[src/rtl/rst_req_pkg.sv]
// Shared state encoding and sizing helpers for the reset-request generator.
package rst_req_pkg;

    localparam logic [2:0] ST_IDLE       = 3'd0;
    localparam logic [2:0] ST_ASSERT     = 3'd1;
    localparam logic [2:0] ST_WAIT_LO    = 3'd2;
    localparam logic [2:0] ST_RELEASE_HI = 3'd3;
    localparam logic [2:0] ST_COOL       = 3'd4;

    typedef enum logic [2:0] {
        S_IDLE       = ST_IDLE,
        S_ASSERT     = ST_ASSERT,
        S_WAIT_LO    = ST_WAIT_LO,
        S_RELEASE_HI = ST_RELEASE_HI,
        S_COOL       = ST_COOL
    } state_t;

    function automatic int tcnt_width(input int timeout);
        return (timeout < 1) ? 1 : $clog2(timeout + 1);
    endfunction

endpackage

[src/rtl/bit_sync.sv]
// Multi-flop single-bit synchronizer with a configurable reset value.
module bit_sync #(
    parameter int   STAGES  = 2,
    parameter logic RST_VAL = 1'b1
) (
    input  logic clk,
    input  logic rst,
    input  logic d,
    output logic q
);

    localparam int N = (STAGES < 2) ? 2 : STAGES;

    logic [N-1:0] ff;

    always_ff @(posedge clk) begin
        if (rst) begin
            ff <= {N{RST_VAL}};
        end else begin
            ff <= {ff[N-2:0], d};
        end
    end

    assign q = ff[N-1];

endmodule

[src/rtl/rst_req_gen.sv]
// Drives a programmable-width reset pulse downstream and confirms
// entry/exit through the synchronized feedback of the far-side synchronizer.
module rst_req_gen
    import rst_req_pkg::*;
#(
    parameter int CNT_W     = 8,
    parameter int MIN_PULSE = 4,
    parameter int FB_STAGES = 2,
    parameter int TIMEOUT   = 255,
    parameter int COOLDOWN  = 8
) (
    input  logic             clk,
    input  logic             rst,
    input  logic             req,
    input  logic [CNT_W-1:0] pulse_len,
    input  logic             rst_fb,
    output logic             rst_n_out,
    output logic             busy,
    output logic             done,
    output logic             err
);

    localparam int TW = tcnt_width(TIMEOUT);
    localparam int MIN_P = (MIN_PULSE < 1) ? 1 : MIN_PULSE;
    localparam int COOL_P = (COOLDOWN < 1) ? 1 : COOLDOWN;
    localparam int TO_P = (TIMEOUT < 1) ? 1 : TIMEOUT;

    localparam logic [CNT_W-1:0] MIN_V  = CNT_W'(MIN_P);
    localparam logic [CNT_W-1:0] COOL_V = CNT_W'(COOL_P);
    localparam logic [CNT_W-1:0] ONE_V  = CNT_W'(1);
    localparam logic [TW-1:0]    TO_LST = TW'(TO_P - 1);
    localparam logic [TW-1:0]    TO_MAX = TW'(TO_P);

    state_t           state, state_nx;
    logic [CNT_W-1:0] pcnt, pcnt_nx;
    logic [TW-1:0]    tcnt, tcnt_nx, tcnt_inc;
    logic             err_nx, done_nx, t_hit, fb_s;

    bit_sync #(
        .STAGES  (FB_STAGES),
        .RST_VAL (1'b1)
    ) u_fb_sync (
        .clk (clk),
        .rst (rst),
        .d   (rst_fb),
        .q   (fb_s)
    );

    assign t_hit    = (tcnt >= TO_LST);
    assign tcnt_inc = (tcnt == TO_MAX) ? tcnt : tcnt + 1'b1;

    always_comb begin
        state_nx = state;
        pcnt_nx  = pcnt;
        tcnt_nx  = tcnt;
        err_nx   = err;
        done_nx  = 1'b0;
        unique case (state)
            S_IDLE: begin
                if (req) begin
                    state_nx = S_ASSERT;
                    pcnt_nx  = (pulse_len < MIN_V) ? MIN_V : pulse_len;
                    err_nx   = 1'b0;
                end
            end
            S_ASSERT: begin
                if (pcnt == ONE_V) begin
                    state_nx = S_WAIT_LO;
                    tcnt_nx  = '0;
                end else begin
                    pcnt_nx = pcnt - 1'b1;
                end
            end
            S_WAIT_LO: begin
                // A timeout still moves on so the controller is never stuck.
                if (!fb_s || t_hit) begin
                    state_nx = S_RELEASE_HI;
                    tcnt_nx  = '0;
                    if (fb_s) err_nx = 1'b1;
                end else begin
                    tcnt_nx = tcnt_inc;
                end
            end
            S_RELEASE_HI: begin
                if (fb_s || t_hit) begin
                    state_nx = S_COOL;
                    pcnt_nx  = COOL_V;
                    if (!fb_s) err_nx = 1'b1;
                end else begin
                    tcnt_nx = tcnt_inc;
                end
            end
            S_COOL: begin
                if (pcnt == ONE_V) begin
                    state_nx = S_IDLE;
                    done_nx  = 1'b1;
                end else begin
                    pcnt_nx = pcnt - 1'b1;
                end
            end
            default: state_nx = S_IDLE;
        endcase
    end

    // Outputs are decoded from the next state and registered: glitch-free drive.
    always_ff @(posedge clk) begin
        if (rst) begin
            state     <= S_IDLE;
            pcnt      <= '0;
            tcnt      <= '0;
            err       <= 1'b0;
            done      <= 1'b0;
            busy      <= 1'b0;
            rst_n_out <= 1'b1;
        end else begin
            state     <= state_nx;
            pcnt      <= pcnt_nx;
            tcnt      <= tcnt_nx;
            err       <= err_nx;
            done      <= done_nx;
            busy      <= (state_nx != S_IDLE);
            rst_n_out <= !((state_nx == S_ASSERT) || (state_nx == S_WAIT_LO));
        end
    end

endmodule

[config.mk]
export PLATFORM = sky130hd
export DESIGN_NAME = rst_req_gen
export DESIGN_NICKNAME = d
export VERILOG_FILES = /design/src/rtl/rst_req_pkg.sv /design/src/rtl/bit_sync.sv /design/src/rtl/rst_req_gen.sv
export SDC_FILE = /design/constraint.sdc
export NUM_CORES = 1
export LEC_CHECK = 0
export BUFFER_PORTS_ARGS = -buffer_cell sky130_fd_sc_hd__buf_4
export CAP_MARGIN = 20
export CORE_MARGIN = 3
export CORE_UTILIZATION = 40
export DETAILED_ROUTE_END_ITERATION = 7
export MAX_ROUTING_LAYER = met4
export PLACE_DENSITY = 0.67
export SLEW_MARGIN = 20
export SYNTH_ARGS = -nofsm -noshare
export SYNTH_HDL_FRONTEND = slang
export SYNTH_SLANG_ARGS = --single-unit
[constraint.sdc]
create_clock -name clk -period 1.7 [get_ports clk]
set_input_delay 0 -clock clk [delete_from_list [all_inputs] [get_ports clk]]
set_output_delay 0 -clock clk [all_outputs]
set_load 0.05 [all_outputs]
==> results.txt, run 1 <==
----------------------------------------------------
[Placement]
  Inst Count DP ... 270
  Final Wtd Congestion ... 0.907
  Number of port buffers ... 15
  Worst slack at placement ... -178 ps
  Half-perimeter wire length after detailed placement ... 2850 um

[Logic synthesis]
  Portion of synthesized cell area occupied by the leading cell type ... 33.6%
  Sequential fraction of the synthesis area ... approximately 34%
  Top FF cell, synth ... sky130_fd_sc_hd__dfxtp_1
  Syn Std Cell Area ... 0.00149 sq mm
  Number of flip-flops and latches in the synthesized netlist ... 25
  Number of synthesized flops with an enable pin ... 0
  Number of warnings printed during yosys synthesis ... 0
  Most common cell in the netlist ... sky130_fd_sc_hd__dfxtp_1
  Largest area contributor in the netlist ... sky130_fd_sc_hd__dfxtp_1
  Syn_nets ... about 190
  Count of cell types in the netlist ... between 50 and 60
  Main area contributors after synthesis ... sky130_fd_sc_hd__dfxtp_1 (34%), sky130_fd_sc_hd__nor2_1 (5.0%), sky130_fd_sc_hd__a211oi_2 (3.4%), sky130_fd_sc_hd__ha_1 (3.4%), sky130_fd_sc_hd__o21ai_0 (3.4%)
  Post-Synthesis Cells ... 175
  Average cell area after synthesis ... between 8 and 9 sq um
  Asr flop ratio synth ... 0%
  Leading cell types by count after synthesis ... sky130_fd_sc_hd__dfxtp_1 (25), sky130_fd_sc_hd__nor2_1 (20), sky130_fd_sc_hd__o21ai_0 (10)

[Die]
  Row count ... 21
  Total core area ... between 0.003 and 0.004 sq mm
  Total die area ... 0.00449 sq mm
  Die height ... ~67 um
  Initial cell density of the core ... a little over two fifths
  X dimension of the die ... 67.0 um
  Ports placed on the boundary ... 16

[Final layout]
  Layout cells sized above 1 ... about 55%
  Area added between synthesis and finish ... 61.4%
  Layout fillers ... 238
  Final std cells w/o fill ... between 200 and 300
  Number of antenna cells inserted ... 0
  Number of nets in the layout ... between 200 and 300
  Final cell utilization of the core ... between 60% and 70%

[STA]
  Count of final max-slew check failures ... 0
  Crit path setup slack, layout ... -204 ps
  Min cycle time layout ... about 1900 ps
  Count of final setup violators ... 19
  TNS Setup ... -2070 ps
  RSZ-0062 raised after global routing ... yes
  Max Clock Freq ... ~0.53 GHz
  Final setup skew ... a little under 8 ps
  Final period util ... 112%
  Worst slew margin relative to its limit ... 58.6%
  Total count of hold-check failures in the final report ... 0
  Slew at the pin closest to its max-slew limit ... 619 ps

[Routing]
  Drt initial violations ... 107
  Remaining antenna violation count ... 0
  Via Count ... between 1500 and 2000
  Uppermost metal layer occupied by signal nets ... met4
  Detail Route met3 WL ... ~200 um
  Post-detailed-route DRC marker count ... 0
  Ratio of routed vias to standard cells ... 5.73
  Sum of met2 wire segment lengths after detailed routing ... approximately 2400 um
  Routed metal-1 wirelength ... roughly 2200 um
  Average routed wire per standard cell ... around 17 um
  Number of iterations in the first detailed-routing pass ... 4
  Total wire length ... between 4000 and 5000 um

[Run status]
  Violations in the final reports ... setup timing
  Outcome ... finished with violations

[Pwr]
  Worst vdd rail ir drop ... just over 0.3 mV
  Power density normalized to cell area ... approximately 700 mW/mm^2
  Total power ... 1.67 mW
  Static leakage power ... ~0.91 nW

[Setup path]
  Endpoint arrival time on the critical path ... 2060 ps
  Critical setup path kind ... register to register
  Crit Path Max Fanout ... 4
  Crit end category ... register
  Crit path launch type ... register
  Req. time, crit path ... around 1900 ps

[Min path]
  Kind of path behind the tightest hold check ... primary input to register

[GRT]
  Grt ovf ... 0
  Overall global routing resource usage ... between 20% and 30%
  Number of antenna violations at the first check in global routing ... 0
  Global-route wire length before repair ... a little under 7000 um
  Number of global-route vias before repair ... around 1500
  Largest net degree at the start of global routing ... 26

[Run]
  Number of maximum-capacitance violations ... 0

[Clock network]
  Clock edge transition at the registers on the reported setup and hold paths ... approximately 100 ps
  TritonCTS clock tree ... built
  Clock latency on the worst-skew pair ... approximately 270 ps
  Number of H-tree levels ... 1
  Max clock buf depth ... 2
  Clock Sink Count ... 25
  TritonCTS buffer count ... 3
  Clock tree root driver cell ... sky130_fd_sc_hd__clkbuf_8

----------------------------------------------------
==> through the flow <==
step / area (sq um) / hold WS (ps)
global route: 2400 / 117
finish: 2400 / 105
floorplan: 1520 / 104
CTS: 2120 / 83.3
detailed placement: 1940 / 192
global placement: 1940 / 186
==> power breakdown <==
group	switching (mW)	internal (mW)
logic	0.334	0.301
clock network	0.205	0.166
registers	0.0343	0.627
total	0.573	1.09
==> layer usage <==
| metal | GRT usage [%] | up-vias |
|---|---|---|
| met1 | 27.8 | 782 |
| met4 | 3.80 | 0 |
| met3 | 2.53 | 10 |
| met5 | - | - |
| met2 | 31.7 | 49 |
| li1 | - | 791 |
==> cell usage in the layout (no fill, tap or decap), types with 4 or more instances in the layout <==
master                      n
sky130_fd_sc_hd__nand3_1    6
sky130_fd_sc_hd__buf_4     56
sky130_fd_sc_hd__nor2_1    15
sky130_fd_sc_hd__dfxtp_2    5
sky130_fd_sc_hd__dfxtp_1   20
sky130_fd_sc_hd__nand2_1    8
sky130_fd_sc_hd__a21oi_2    5
sky130_fd_sc_hd__inv_1      6
sky130_fd_sc_hd__buf_6     10
sky130_fd_sc_hd__a21oi_1    4
sky130_fd_sc_hd__nor3_1     6
sky130_fd_sc_hd__a211oi_2  10
sky130_fd_sc_hd__o21ai_0    5
sky130_fd_sc_hd__nor2_4     4
==> sequential cells by signal, summed over array words and instances, names as in the netlist <==
signal / flops
done: 1
busy: 1
state: 3
tcnt: 8
err: 1
rst_n_out: 1
u_fb_sync.ff: 2
pcnt: 8
==> final cells by class <==
class	count	area [sq um]	share of cell area (%)
Multi-Input combinational cell	134	1210	50.5
Tap cell	46	57.6	2.39
Sequential cell	25	507	21.1
Timing Repair Buffer	67	543	22.6
Clock buffer	3	41.3	1.72
Clock inverter	1	7.51	0.312
Inverter	9	33.8	1.41
==> worst paths after layout <==
kind	startpoint	end	slack (ps)	depth (start not counted)
max	pcnt[1]	pcnt[2]	-200	9
min reg2reg	u_fb_sync.ff[0]	u_fb_sync.ff[1]	420	1
max reg2reg	pcnt[1]	pcnt[2]	-200	9
min	rst	state[2]	110	2
==> cell families after synthesis <==
kind of cell    Yosys count  share of synthesized area, %
buf+inv                  18                          6.81
mux                       1                         0.672
xor+xnor                  4                          2.35
fa+ha+maj                 4                          3.36
compound gates           57                          28.5
flops                    25                          33.6
simple gates             66                          24.7
==> worst max-delay path, cell delays in order, from the launching register on <==
cell,delay (ps)
sky130_fd_sc_hd__dfxtp_2,340
sky130_fd_sc_hd__inv_2,50
sky130_fd_sc_hd__ha_4,140
sky130_fd_sc_hd__nor4b_4,120
sky130_fd_sc_hd__buf_4,160
sky130_fd_sc_hd__a311oi_4,270
sky130_fd_sc_hd__o31a_1,260
sky130_fd_sc_hd__buf_4,150
sky130_fd_sc_hd__o21ai_1,70
sky130_fd_sc_hd__a32o_1,220
==> timing repair <==
item                                   CTS  global route
endpoints found under the hold margin    1             0
pin swaps                                4            21
setup buffers                            1             7
resized for setup                       24            46
setup endpoints to repair               20            21
cloned                                   2             1
hold buffers                             1             0
(Power assumes the default switching activity.)
==> run 2: changes to the inputs <==
Settings changed: CELL_PAD_IN_SITES_DETAIL_PLACEMENT set to 1, CELL_PAD_IN_SITES_GLOBAL_PLACEMENT set to 1, CORE_UTILIZATION 40 to 39, PLACE_DENSITY 0.67 to 0.81.
==> run 2 against run 1 <==
Net effect: the flow still finishes with violations (setup timing); hold slack gained 28 ps; combinational power is 18% higher; worst setup slack worse by 160 ps; register-to-register slack got worse by 160 ps; total power rose by 8.8%; first-iteration DRC count up 100%; clock skew fell by 5.5 ps; clock-buffer cell count did not move; sequential power grew 3%; die area up 2.3%; final area up 1.2%; critical path type unchanged; highest routed layer unchanged.
==> results.txt, run 2 (synthesis gave the netlist of run 1 again) <==
----------------------------------------------------
[Pwr]
  Static leakage power ... 0.946 nW (+3.7%)
  Power density normalized to cell area ... 746 mW/mm^2 (+7.5%)
  Worst vdd rail ir drop ... 0.421 mV (+37%)

[Setup path]
  R2R Path End ... pcnt[5]
  Req. time, crit path ... 1840 ps (-20 ps)
  FF-to-FF setup slack ... -370 ps (-160 ps)
  Crit path launch type ... register
  Endpoint arrival time on the critical path ... 2210 ps (+150 ps)
  Crit Path Max Fanout ... 7 (+3)
  Cell count of the worst reg-to-reg path ... 7 (-2)
  Critical setup path kind ... register to register
  Launch point of the worst reg-to-reg path ... tcnt[6]
  Crit end category ... register

[STA]
  Count of final max-slew check failures ... 0 (unchanged)
  TNS Setup ... -4750 ps (-2680 ps)
  Max Clock Freq ... 0.484 GHz (-7.9%)
  Hold slack final ... 133 ps (+27.5 ps)
  Final period util ... 122% (+9.6 points)
  Worst slew margin relative to its limit ... 64.0% (+5.3 points)
  Crit path setup slack, layout ... -367 ps (-164 ps)
  Final setup skew ... 2.43 ps (-5.51 ps)
  Total count of hold-check failures in the final report ... 0 (unchanged)
  Slew at the pin closest to its max-slew limit ... 539 ps (-80.3 ps)
  RSZ-0062 raised after global routing ... yes
  Count of final setup violators ... 22 (+3)
  Min cycle time layout ... 2070 ps (+164 ps)

[Clock network]
  Clock tree root driver cell ... sky130_fd_sc_hd__clkbuf_8
  Max clock buf depth ... 2 (unchanged)
  TritonCTS buffer count ... 3 (unchanged)
  Clock latency on the worst-skew pair ... 280 ps (about the same)
  Number of H-tree levels ... 1 (unchanged)
  Clock Sink Count ... 25 (unchanged)
  TritonCTS clock tree ... built
  Clock edge transition at the registers on the reported setup and hold paths ... 100 ps (about the same)

[Final layout]
  Number of nets in the layout ... 261 (+2.0%)
  Area occupied by multi-input gates ... 0.00119 sq mm (-2.1%)
  Layout fillers ... 383 (+61%)
  Number of antenna cells inserted ... 0 (unchanged)
  Commonest cells after routing, fill and taps aside ... sky130_fd_sc_hd__buf_4 (63), sky130_fd_sc_hd__dfxtp_1 (18), sky130_fd_sc_hd__nor2_1 (16)
  Most common cell after layout, fill and taps aside ... sky130_fd_sc_hd__buf_4
  Largest registers ... pcnt: 8 flops, tcnt: 8 flops, state: 3 flops
  Area added between synthesis and finish ... 63.4%
  Layout cells sized above 1 ... 54.5% (-0.30 points)
  Total area of sequential cells ... 512 sq um (+0.99%)

[Min path]
  Cell count of the worst hold path ... 2 (unchanged)
  Capture endpoint of the worst hold path ... state[0]
  Kind of path behind the tightest hold check ... primary input to register
  Worst Min Path Start ... rst

[Routing]
  Total wire length ... 8040 um (+63%)
  Average routed wire per standard cell ... 27.7 um (+60%)
  Remaining antenna violation count ... 0 (unchanged)
  Drt initial violations ... 219 (+100%)
  Via Count ... 1858 (+14%)
  Post-detailed-route DRC marker count ... 0 (unchanged)
  Ratio of routed vias to standard cells ... 6.41 (+12%)
  Number of iterations in the first detailed-routing pass ... 4 (unchanged)

[GRT]
  Number of global-route vias before repair ... 1887 (+27%)
  Number of antenna violations at the first check in global routing ... 0 (unchanged)
  Largest net degree at the start of global routing ... 26 (unchanged)
  Global-route wire length before repair ... 10100 um (+46%)
  Grt ovf ... 0 (unchanged)
  Overall global routing resource usage ... 31.2% (+11 points)

[Placement]
  Half-perimeter wire length after detailed placement ... 3660 um (+29%)
  Number of port buffers ... 15 (unchanged)
  Final Wtd Congestion ... 0.888 (-2.2%)
  Worst slack at placement ... -316 ps (-138 ps)

[Die]
  Initial cell density of the core ... 42.6% (-0.32 points)
  Total core area ... 0.00349 sq mm (+0.76%)
  Ports placed on the boundary ... 16 (unchanged)
  Die height ... 67.8 um (+1.2%)
  Total die area ... 0.00460 sq mm (+2.3%)
  Row count ... 21 (unchanged)
  X dimension of the die ... 67.8 um (+1.2%)

[Run status]
  Violations in the final reports ... setup timing
  Outcome ... finished with violations

[Run]
  Number of maximum-capacitance violations ... 0 (unchanged)

----------------------------------------------------
[run 2: metal layers]
metal / vias to the layer above / wire length [um] / global-route usage (%)
li1: 793 / - / -
met1: 921 / 3270 / 35.9
met2: 112 / 3920 / 55.2
met3: 32 / 489 / 3.16
met4: 0 / 358 / 12.2
met5: - / 0 / -
[run 2: area by class of cell]
cell class | instances | share of cell area [%]
timing repair buffer | 73 | 24.4
inverter | 9 | 1.39
tap | 46 | 2.37
clock buffer | 3 | 1.70
sequential | 25 | 21.0
clock inverter | 1 | 0.308
multi-input combinational | 133 | 48.8
[run 2: worst max-delay path by stage]
stage                       start       to  slack, ps  cells past startpoint
after floorplan           tcnt[0]  tcnt[1]        -60                      8
after global placement    pcnt[1]  pcnt[5]       -180                      8
after detailed placement  pcnt[1]  tcnt[3]       -320                      8
after CTS                 pcnt[1]  pcnt[5]       -200                      8
after global routing      tcnt[6]  pcnt[5]       -380                      7
final                     tcnt[6]  pcnt[5]       -370                      7
[run 2: critical path, cell delays in order (launching register included)]
cell,delay [ps]
sky130_fd_sc_hd__dfxtp_1,420
sky130_fd_sc_hd__nand4_1,290
sky130_fd_sc_hd__o2111ai_2,330
sky130_fd_sc_hd__buf_4,160
sky130_fd_sc_hd__o31a_4,190
sky130_fd_sc_hd__buf_6,160
sky130_fd_sc_hd__mux2i_1,250
sky130_fd_sc_hd__o21ai_1,130
[run 2: power breakdown]
group          leakage (nW)  internal, mW  switching [mW]
Sequential            0.208         0.627          0.0523
Combinational         0.717         0.330           0.416
Clock                0.0217         0.167           0.222
[run 2: repair_timing]
action / 4_1_cts / 5_1_grt
setup endpoints to repair: 21 / 21
gates cloned: 2 / 0
hold buffers: 1 / 0
pin swaps: 16 / 18
setup buffers: 5 / 11
gates resized for setup: 41 / 28
hold endpoints to repair: 1 / 0
[run 2: through the flow]
step                      area [sq um]  power (mW)  instances  util (%)
after floorplan                   1520       0.969        175         -
after global placement            1920        1.15        267      55.0
after detailed placement          1920        1.18        267      55.0
after global routing              2430        1.87        290      69.6
final                             2430        1.81        290      69.6
after CTS                         2200        1.60        279      63.0
==> run 3: changes to the inputs <==
Settings changed: SYNTH_HIERARCHICAL set to 1.
==> run 3 against run 2 <==
Net effect: the run still ends with setup timing left; clock skew up 8.9 ps; critical path depth increased by 1; die area is 3.7% higher; sequential cell count stayed put; sequential share of layout area shrank 1.2 points.
==> results.txt, run 3 <==
----------------------------------------------------
[Run status]
  Outcome ... finished with violations
  Violations in the final reports ... setup timing

[STA]
  Slew at the pin closest to its max-slew limit ... 624 ps (+85.6 ps)
  Count of final setup violators ... 19 (-14%)
  RSZ-0062 raised after global routing ... yes
  Total count of hold-check failures in the final report ... 0 (unchanged)
  Count of final max-slew check failures ... 0 (unchanged)
  Max Clock Freq ... 0.477 GHz (-1.4%)
  Worst slew margin relative to its limit ... 57.8% (-6.1 points)
  Final period util ... 123% (+1.7 points)
  Final setup skew ... 11.3 ps (+8.88 ps)
  Crit path setup slack, layout ... -396 ps (-28.9 ps)
  Min cycle time layout ... 2100 ps (+28.9 ps)

[Clock network]
  Clock latency on the worst-skew pair ... 280 ps (about the same)
  Clock edge transition at the registers on the reported setup and hold paths ... 90 ps (about the same)
  Clock tree root driver cell ... sky130_fd_sc_hd__clkbuf_8
  Clock Sink Count ... 25 (unchanged)
  Max clock buf depth ... 2 (unchanged)
  Number of H-tree levels ... 1 (unchanged)
  TritonCTS clock tree ... built
  TritonCTS buffer count ... 3 (unchanged)

[Routing]
  Number of iterations in the first detailed-routing pass ... 6 (+2)
  Drt initial violations ... 223 (+1.8%)
  Average routed wire per standard cell ... 29.4 um (+6.1%)
  Ratio of routed vias to standard cells ... 6.79 (+6.0%)
  Total wire length ... 9090 um (+13%)
  Post-detailed-route DRC marker count ... 0 (unchanged)
  Remaining antenna violation count ... 0 (unchanged)
  Via Count ... 2099 (+13%)

[Final layout]
  Largest registers ... pcnt: 8 flops, tcnt: 8 flops, state: 3 flops
  Total area of sequential cells ... 519 sq um (+1.5%)
  Number of antenna cells inserted ... 0 (unchanged)
  Layout fillers ... 406 (+6.0%)
  Post-layout instance area ... 0.00261 sq mm (+7.4%)
  Area added between synthesis and finish ... 68.5%
  Most common cell after layout, fill and taps aside ... sky130_fd_sc_hd__buf_4
  Number of nets in the layout ... 278 (+6.5%)
  Final cell utilization of the core ... 69.8% (+0.15 points)
  Commonest cells after routing, fill and taps aside ... sky130_fd_sc_hd__buf_4 (65), sky130_fd_sc_hd__nand2_1 (14), sky130_fd_sc_hd__dfxtp_1 (14), sky130_fd_sc_hd__buf_6 (14), sky130_fd_sc_hd__nor2_1 (11)
  Layout cells sized above 1 ... 55.9% (+1.4 points)
  Area occupied by multi-input gates ... 0.00128 sq mm (+8.1%)

[Logic synthesis]
  Number of synthesized flops with an enable pin ... 0 (unchanged)
  Average cell area after synthesis ... 8.47 sq um (-0.43%)
  Most common cell in the netlist ... sky130_fd_sc_hd__dfxtp_1
  Syn Std Cell Area ... 0.00155 sq mm (+4.1%)
  Largest area contributor in the netlist ... sky130_fd_sc_hd__dfxtp_1
  Sequential fraction of the synthesis area ... 32.3% (-1.3 points)
  Count of cell types in the netlist ... 53 (+3.9%)
  Number of warnings printed during yosys synthesis ... 6 (+6)
  Number of flip-flops and latches in the synthesized netlist ... 25 (unchanged)
  Main area contributors after synthesis ... sky130_fd_sc_hd__dfxtp_1 (32%), sky130_fd_sc_hd__a21oi_1 (5.5%), sky130_fd_sc_hd__nand2_1 (4.1%), sky130_fd_sc_hd__a211oi_1 (3.9%), sky130_fd_sc_hd__ha_1 (3.2%)
  Leading cell types by count after synthesis ... sky130_fd_sc_hd__dfxtp_1 (25), sky130_fd_sc_hd__a21oi_1 (17), sky130_fd_sc_hd__nand2_1 (17)
  Syn_nets ... 199 (+4.2%)
  Top FF cell, synth ... sky130_fd_sc_hd__dfxtp_1
  Post-Synthesis Cells ... 183 (+4.6%)
  Portion of synthesized cell area occupied by the leading cell type ... 32.3% (-1.3 points)
  Asr flop ratio synth ... 0% (unchanged)

[Pwr]
  Total power ... 1.83 mW (+0.86%)
  Worst vdd rail ir drop ... 0.567 mV (+35%)
  Sequential power share ... 36.4% (-1.0 points)
  Net switching power ... 0.680 mW (-1.7%)
  Power density normalized to cell area ... 701 mW/mm^2 (-6.0%)
  Relative contribution of combinational cells to total power ... 43.3% (+2.2 points)
  Fraction of power spent switching nets ... 37.1% (-0.95 points)
  Static leakage power ... 1.03 nW (+8.5%)
  Power share of the clock group ... 20.3% (-1.1 points)
  Cell-internal power ... 1.15 mW (+2.4%)

[Placement]
  Number of port buffers ... 15 (unchanged)
  Final Wtd Congestion ... 0.893 (+0.60%)
  Worst slack at placement ... -200 ps (+116 ps)
  Placed standard-cell area ... 0.00205 sq mm (+6.6%)
  Half-perimeter wire length after detailed placement ... 4150 um (+13%)

[Die]
  X dimension of the die ... 69.0 um (+1.9%)
  Initial cell density of the core ... 41.4% (-1.2 points)
  Ports placed on the boundary ... 16 (unchanged)
  Row count ... 22 (+4.8%)
  Total core area ... 0.00374 sq mm (+7.1%)
  Die height ... 69.0 um (+1.9%)
  Total die area ... 0.00477 sq mm (+3.7%)

[GRT]
  Number of antenna violations at the first check in global routing ... 0 (unchanged)
  Overall global routing resource usage ... 32.0% (+0.83 points)
  Grt ovf ... 0 (unchanged)
  Global-route wire length before repair ... 11700 um (+15%)
  Largest net degree at the start of global routing ... 26 (unchanged)
  Number of global-route vias before repair ... 2104 (+11%)

[Run]
  Number of maximum-capacitance violations ... 0 (unchanged)

[Setup path]
  Crit end category ... register
  Req. time, crit path ... 1840 ps (about the same)
  Crit Path Max Fanout ... 6 (-1)
  Critical setup path kind ... register to register
  Crit path launch type ... register
  Launch point of the worst reg-to-reg path ... tcnt[1]
  Endpoint arrival time on the critical path ... 2240 ps (+30 ps)
  Crit. Startpoint ... tcnt[1]

[Min path]
  Kind of path behind the tightest hold check ... primary input to register
  Worst Min Path Start ... pulse_len[5]

----------------------------------------------------
run 3: per-stage QoR:
| stage | hold slack (ps) | setup TNS (ps) | cells |
|---|---|---|---|
| after global placement | 190 | -336 | 285 |
| after floorplan | 97.1 | -4.64 | 183 |
| after global routing | 93.2 | -5220 | 309 |
| final | 101 | -4320 | 309 |
| after CTS | 60.7 | -1780 | 299 |
| after detailed placement | 186 | -2160 | 285 |
run 3: layout make-up:
cell class / instances / share of cell area, %
Clock buffer: 4 / 1.72
Inverter: 10 / 1.44
Multi-Input combinational cell: 141 / 49.2
Sequential cell: 25 / 19.9
Tap cell: 48 / 2.30
Timing Repair Buffer: 81 / 25.5
run 3: path summary, 6_finish.rpt:
kind / to / slack [ps] / cells after the start
max: tcnt[0] / -400 / 8
min: pcnt[5] / 100 / 3
max reg2reg: tcnt[0] / -400 / 8
min reg2reg: u_fb_sync/ff[1] / 440 / 1
run 3: power by group through the flow:
stage               sequential [mW]  combinational, mW  clock (mW)
finish                        0.667              0.792       0.372
global route                  0.668              0.820       0.395
CTS                           0.658              0.578       0.364
detailed placement            0.668              0.536           0
global placement              0.665              0.500           0
floorplan                     0.693              0.265           0
run 3: repair_timing:
item / 4_1_cts / 5_1_grt
gates resized for setup: 21 / 66
hold buffers: 2 / 0
setup buffers: 7 / 15
endpoints found under the hold margin: 2 / 0
gates cloned: 1 / 0
pin swaps: 12 / 16
setup endpoints to repair: 19 / 20
run 3: metal layers:
layer | track usage, % | vias up | wire (um)
li1 | - | 854 | -
met1 | 38.1 | 1033 | 3430
met2 | 52.9 | 162 | 4330
met3 | 6.85 | 50 | 786
met4 | 11.7 | 0 | 535
met5 | - | - | 0
run 3: kinds of logic (layout without fill, tap and decap cells):
kind of cell,count (synthesis),after routing,share of synthesized area [%]
buffers and inverters,17,95,4.84
flip-flops,25,25,32.3
AO/OA/AOI/OAI,68,68,33.7
AND/OR/NAND/NOR,65,65,23.7
adder cells (fa/ha/maj),4,4,3.23
XOR/XNOR,4,4,2.26
run 3: critical path: stages, from the launching register on:
cell and delay, ps:
sky130_fd_sc_hd__dfxtp_1 380, sky130_fd_sc_hd__buf_4 180, sky130_fd_sc_hd__o211ai_1 200, sky130_fd_sc_hd__buf_4 200, sky130_fd_sc_hd__buf_4 120, sky130_fd_sc_hd__a21oi_1 320, sky130_fd_sc_hd__nor3_4 80, sky130_fd_sc_hd__o21ai_0 330
sky130_fd_sc_hd__a21oi_1 150
